--- src/rtl/brick_map_pkg.sv ---
// Shared brick-field geometry, health encoding and init pattern for brick_map and ball_logic.
package brick_map_pkg;
    localparam int BRICKX = 20;
    localparam int BRICKY = 10;
    localparam int COLS   = 16;
    localparam int ROWS   = 8;
    localparam int TOP    = 20;

    localparam logic [1:0] H_ABSENT = 2'd0;
    localparam logic [1:0] H_FULL   = 2'd3;

    localparam int ROW_H3_END = ROWS / 4;
    localparam int ROW_H2_END = ROWS / 2;

    typedef enum logic [2:0] {S_INIT, S_IDLE, S_READ, S_WRITE, S_DRAW} state_t;

    // Thresholds are derived from the row count so overridden geometries keep the same banding.
    function automatic logic [1:0] init_health(input int row, input int rows);
        if (row < rows / 4)      return H_FULL;
        else if (row < rows / 2) return 2'd2;
        else                     return 2'd1;
    endfunction
endpackage

--- src/rtl/brick_addr.sv ---
// Combinational pixel -> (cell index, brick origin, in-field) mapper.
module brick_addr #(
    parameter int BRICKX = brick_map_pkg::BRICKX,
    parameter int BRICKY = brick_map_pkg::BRICKY,
    parameter int COLS   = brick_map_pkg::COLS,
    parameter int ROWS   = brick_map_pkg::ROWS,
    parameter int TOP    = brick_map_pkg::TOP,
    parameter int IDXW   = 7
) (
    input  logic [9:0]      x,
    input  logic [9:0]      y,
    output logic [IDXW-1:0] idx,
    output logic [9:0]      ox,
    output logic [9:0]      oy,
    output logic            in_field
);
    import brick_map_pkg::*;

    logic [9:0] yrel, col, row;

    // row is garbage when y < TOP; in_field gates every use of it.
    always_comb begin
        yrel     = y - 10'(TOP);
        col      = x / 10'(BRICKX);
        row      = yrel / 10'(BRICKY);
        in_field = (x < 10'(COLS * BRICKX)) && (y >= 10'(TOP)) &&
                   (y < 10'(TOP + ROWS * BRICKY));
        idx      = IDXW'(32'(row) * COLS + 32'(col));
        ox       = 10'(32'(col) * BRICKX);
        oy       = 10'(TOP + 32'(row) * BRICKY);
    end
endmodule

--- src/rtl/brick_map.sv ---
// Brick health store: pixel lookups for the collision FSM, hit decrements and redraw requests.
module brick_map #(
    parameter int BRICKX = brick_map_pkg::BRICKX,
    parameter int BRICKY = brick_map_pkg::BRICKY,
    parameter int COLS   = brick_map_pkg::COLS,
    parameter int ROWS   = brick_map_pkg::ROWS,
    parameter int TOP    = brick_map_pkg::TOP
) (
    input  logic       clk,
    input  logic       resetn,
    input  logic [9:0] memx,
    input  logic [9:0] memy,
    output logic [9:0] brickx,
    output logic [9:0] bricky,
    output logic [1:0] health,
    input  logic       hit_valid,
    input  logic [9:0] hit_x,
    input  logic [9:0] hit_y,
    output logic       hit_ready,
    output logic       draw_valid,
    output logic [9:0] draw_x,
    output logic [9:0] draw_y,
    output logic [1:0] draw_health,
    input  logic       draw_ack,
    output logic [7:0] bricks_left,
    output logic       init_done
);
    import brick_map_pkg::*;

    localparam int NCELL = ROWS * COLS;
    localparam int IDXW  = $clog2(NCELL);

    state_t          state;
    logic [1:0]      cells [NCELL];
    logic [IDXW-1:0] init_idx, hit_idx;
    logic [9:0]      hit_ox, hit_oy;
    logic [1:0]      h;

    logic [IDXW-1:0] lk_idx, hp_idx;
    logic [9:0]      lk_ox, lk_oy, hp_ox, hp_oy;
    logic            lk_in, hp_in;

    brick_addr #(.BRICKX(BRICKX), .BRICKY(BRICKY), .COLS(COLS), .ROWS(ROWS), .TOP(TOP), .IDXW(IDXW))
        u_lk_addr (.x(memx), .y(memy), .idx(lk_idx), .ox(lk_ox), .oy(lk_oy), .in_field(lk_in));

    brick_addr #(.BRICKX(BRICKX), .BRICKY(BRICKY), .COLS(COLS), .ROWS(ROWS), .TOP(TOP), .IDXW(IDXW))
        u_hp_addr (.x(hit_x), .y(hit_y), .idx(hp_idx), .ox(hp_ox), .oy(hp_oy), .in_field(hp_in));

    always_ff @(posedge clk) begin
        if (!resetn) begin
            state       <= S_INIT;
            init_idx    <= '0;
            init_done   <= 1'b0;
            bricks_left <= '0;
            hit_ready   <= 1'b0;
            draw_valid  <= 1'b0;
            draw_x      <= '0;
            draw_y      <= '0;
            draw_health <= H_ABSENT;
            brickx      <= '0;
            bricky      <= '0;
            health      <= H_ABSENT;
            hit_idx     <= '0;
            hit_ox      <= '0;
            hit_oy      <= '0;
            h           <= H_ABSENT;
            for (int i = 0; i < NCELL; i++) cells[i] <= H_ABSENT;
        end else begin
            // Nonblocking reads here give read-during-write the pre-write health.
            brickx <= lk_in ? lk_ox : '0;
            bricky <= lk_in ? lk_oy : '0;
            health <= (lk_in && init_done) ? cells[lk_idx] : H_ABSENT;

            case (state)
                S_INIT: begin
                    cells[init_idx] <= init_health(int'(32'(init_idx) / COLS), ROWS);
                    bricks_left     <= bricks_left + 8'd1;
                    if (init_idx == IDXW'(NCELL - 1)) begin
                        init_done <= 1'b1;
                        hit_ready <= 1'b1;
                        state     <= S_IDLE;
                    end else begin
                        init_idx <= init_idx + 1'b1;
                    end
                end
                S_IDLE: begin
                    // Out-of-field hits are consumed here without leaving idle.
                    if (hit_valid && hp_in) begin
                        hit_idx   <= hp_idx;
                        hit_ox    <= hp_ox;
                        hit_oy    <= hp_oy;
                        hit_ready <= 1'b0;
                        state     <= S_READ;
                    end
                end
                S_READ: begin
                    h     <= cells[hit_idx];
                    state <= S_WRITE;
                end
                S_WRITE: begin
                    if (h == H_ABSENT) begin
                        hit_ready <= 1'b1;
                        state     <= S_IDLE;
                    end else begin
                        cells[hit_idx] <= h - 2'd1;
                        if (h == 2'd1 && bricks_left != '0) bricks_left <= bricks_left - 8'd1;
                        draw_x      <= hit_ox;
                        draw_y      <= hit_oy;
                        draw_health <= h - 2'd1;
                        draw_valid  <= 1'b1;
                        state       <= S_DRAW;
                    end
                end
                S_DRAW: begin
                    if (draw_ack) begin
                        draw_valid <= 1'b0;
                        hit_ready  <= 1'b1;
                        state      <= S_IDLE;
                    end
                end
                default: state <= S_INIT;
            endcase
        end
    end
endmodule

--- config.mk ---
export PLATFORM = sky130hd
export DESIGN_NAME = brick_map
export DESIGN_NICKNAME = d
export VERILOG_FILES = /design/src/rtl/brick_map_pkg.sv /design/src/rtl/brick_addr.sv /design/src/rtl/brick_map.sv
export SDC_FILE = /design/constraint.sdc
export NUM_CORES = 1
export LEC_CHECK = 0
export BUFFER_PORTS_ARGS = -buffer_cell sky130_fd_sc_hd__buf_4
export CAP_MARGIN = 10
export CORE_AREA = 8 8 202 204
export DETAILED_ROUTE_END_ITERATION = 6
export DIE_AREA = 0 0 210 212
export PLACE_DENSITY = 0.8
export SYNTH_ARGS = -nofsm -noshare
export SYNTH_HDL_FRONTEND = slang
export SYNTH_HIERARCHICAL = 1
export SYNTH_SLANG_ARGS = --single-unit
export TNS_END_PERCENT = 100
--- constraint.sdc ---
create_clock -name clk -period 9.5 [get_ports clk]
set_input_delay 1.9 -clock clk [delete_from_list [all_inputs] [get_ports clk]]
set_output_delay 1.9 -clock clk [all_outputs]
set_load 0.03 [all_outputs]
==> results_dict.tcl <==
set metrics [dict create \
    outcome "finished with violations" \
    violations "design-rule violations" \
    antenna_found_initial 0 \
    wl_met2_mm 29.5 \
    first_iter_violations 2207 \
    syn2layout_area_growth_pct 7.65 \
    comb_power_share_pct 29.7 \
    yosys.area.top_type "edfxtp_1" \
    ir_worst_vdd_mv 0.156 \
    netlist_instances 2299 \
    critical-path-max-stage-delay_ns 0.60 \
    crit_path_end_kind "flip-flop" \
    start_kind "input port" \
    relSlewSlack_pct 21.9 \
    yosysMostFrequentCell "nor2_1" \
    io_buffer_count 96 \
    grt_pass1_vias 18200 \
    power_density_mw_per_mm2 179 \
    drt_first_pass_iters 7 \
    numCtsBuffers 38 \
    power.internal_mw 3.10 \
    gp_congestion 0.926 \
    fin_hold_ws_ns 0.462 \
    path_clk_slew_ns 0.06 \
    groute.usage.overall_pct 27.2 \
    die_w_um 210 \
    setup_slack_ns 1.73 \
    n_antenna_cell 0 \
    synth_top_flop_cell "edfxtp_1" \
    syn-cell-area_mm2 0.0233 \
    root_buffer "clkbuf_16" \
    synth_edf_count 256 \
    criticalPathCategory "in -> reg" \
    p_sw_mw 1.41 \
    drv_slew 0 \
    clockPowerShare_pct 32.4 \
    cts_max_path_buffers 3 \
    core_area_mm2 0.0379 \
    finClkSkew_ns 0.0268 \
    grt_max_degree 95 \
    drive_gt1_share_pct 17.3 \
    ys_async_sr_fraction_pct 0 \
    syn_area_per_cell_um2 10.1 \
    routed-wl-met3_mm 6.98 \
    cap_violations 0 \
    cts_tree "built" \
    avgViaCountPerCell 6.77 \
    ant_nets 0 \
    wl_per_cell_um 22.1 \
    seq_power_share_pct 37.9 \
    cts.sinks 350 \
    netlist_top_cells_area "edfxtp_1 (33%), mux4_2 (13%), dfxtp_1 (8.1%)" \
    finalPower_mw 4.51 \
    htreeDepth 2 \
    hp-class "reg -> reg" \
    max_freq_mhz 129 \
    timing.final.crit_share_pct 81.8 \
    top_layer_used "met4" \
    dp_hpwl_mm 42.5 \
    rsz0062_at_grt "false" \
    final_hold_viol_count 0 \
    post_cts_buffers 0 \
    drc 12 \
    arrival_ns 8.26 \
    tightest_slew_ns 1.17 \
    grt_pass1_wl_mm 97.0 \
    fin_setup_tns_ns 0 \
    start_util_pct 61.5 \
    leakage_nw 8.66 \
    clk-insertion-delay-late_ns 0.58 \
    ys_types 120 \
    nNetsFinal 2358 \
    swShare_pct 31.3 \
    vias 18900 \
    ys_ff_latch 350 \
    ys_seq_area_share_pct 41.0 \
    fillCellCount 2852 \
    period_minus_slack_ns 7.77 \
    ys_warn_count 6 \
    ctsHoldBuffers 0 \
    io_pins 99 \
    pre_cts_ws_ns 1.28 \
    crit_required_ns 9.99 \
    crit_slowest_cell "nor3_1" \
    setup_violations 0 \
    die_y_um 212 \
    netlist.area_leader.share_pct 33.0 \
    wirelength_mm 61.8 \
    overflow 0 \
    cts_resized 0 \
    dieArea_mm2 0.0445 \
    ys_top_cells_by_count "nor2_1 (320), edfxtp_1 (256), nand2_1 (199)" \
    drt-met1-wl_mm 23.0 \
    cp_max_fo 14 \
    row_count 72 \
]
[cells by family after synthesis]
| logic type | count (synthesis) | synth area share, % |
|---|---|---|
| simple gates | 846 | 17.5 |
| compound gates | 571 | 16.6 |
| flops | 350 | 41.0 |
| buf+inv | 255 | 5.24 |
| mux | 159 | 13.9 |
| fa+ha+maj | 65 | 3.68 |
| xor+xnor | 51 | 1.98 |
| other cells | 2 | 0.0322 |
[state kept, by name, summed over array words and instances (netlist names)]
register,flops
bricky,10
draw_x,10
brickx,10
hit_idx,7
init_idx,7
hit_oy,10
h,2
init_done,1
draw_y,10
state,3
draw_health,2
hit_ox,10
draw_valid,1
cells,256
health,2
bricks_left,8
hit_ready,1
[power groups by stage]
stage / combinational, mW / clock [mW] / sequential [mW]
after floorplan: 1.03 / 0 / 1.73
after global placement: 1.26 / 0 / 1.73
after detailed placement: 1.30 / 0 / 1.74
after CTS: 1.31 / 1.47 / 1.71
after global routing: 1.45 / 1.53 / 1.71
final: 1.34 / 1.46 / 1.71
[per-layer routing]
metal / GRT usage, % / up-vias
met5: 0 / -
met4: 11.1 / 0
met3: 5.29 / 188
met2: 44.7 / 1091
met1: 35.2 / 9136
li1: - / 8524
[metrics by stage]
step / instance area, um2 / cells / utilization (%)
global route: 25100 / 2797 / 66.2
global placement: 23900 / 2730 / 63.0
CTS: 25100 / 2797 / 66.2
detailed placement: 23900 / 2730 / 63.0
finish: 25100 / 2797 / 66.2
floorplan: 23300 / 2303 / -
[worst max-delay path: cells and delay by family]
family	cells	cell delay, ns
compound gates	7	1.02
xor+xnor	2	0.34
simple gates	13	3.49
fa+ha+maj	4	1.16
buf+inv	2	0.31
[layout make-up]
cell class,instances,area [um2],area share (%)
multi-input combinational,1698,12600,50.1
sequential,350,9570,38.1
clock buffer,53,1070,4.28
timing repair buffer,121,921,3.67
tap,518,648,2.58
inverter,43,161,0.643
clock inverter,14,150,0.598
[final timing paths]
path              startpoint           to  slack, ns  cells past startpoint
hold / removal     hit_oy[3]    draw_y[3]       0.46                      2
setup / recovery    hit_y[2]    hit_oy[9]       1.73                     28
setup reg to reg        h[0]  cells[2][0]       4.68                      9
hold reg to reg    hit_oy[3]    draw_y[3]       0.46                      2
[cell usage in the layout (no fill, tap or decap), types with 35 or more instances in the layout]
master,synthesis,routed
xnor2_1,35,35
clkbuf_16,0,39
mux4_2,132,132
edfxtp_1,256,256
nor2_1,320,320
o21ai_0,192,192
inv_1,40,40
nor3_1,52,52
a21oi_1,66,66
a21boi_0,54,54
dfxtp_1,94,92
ha_1,55,55
buf_4,24,120
nand2_1,199,199
Power figures use the tool's default switching activity.
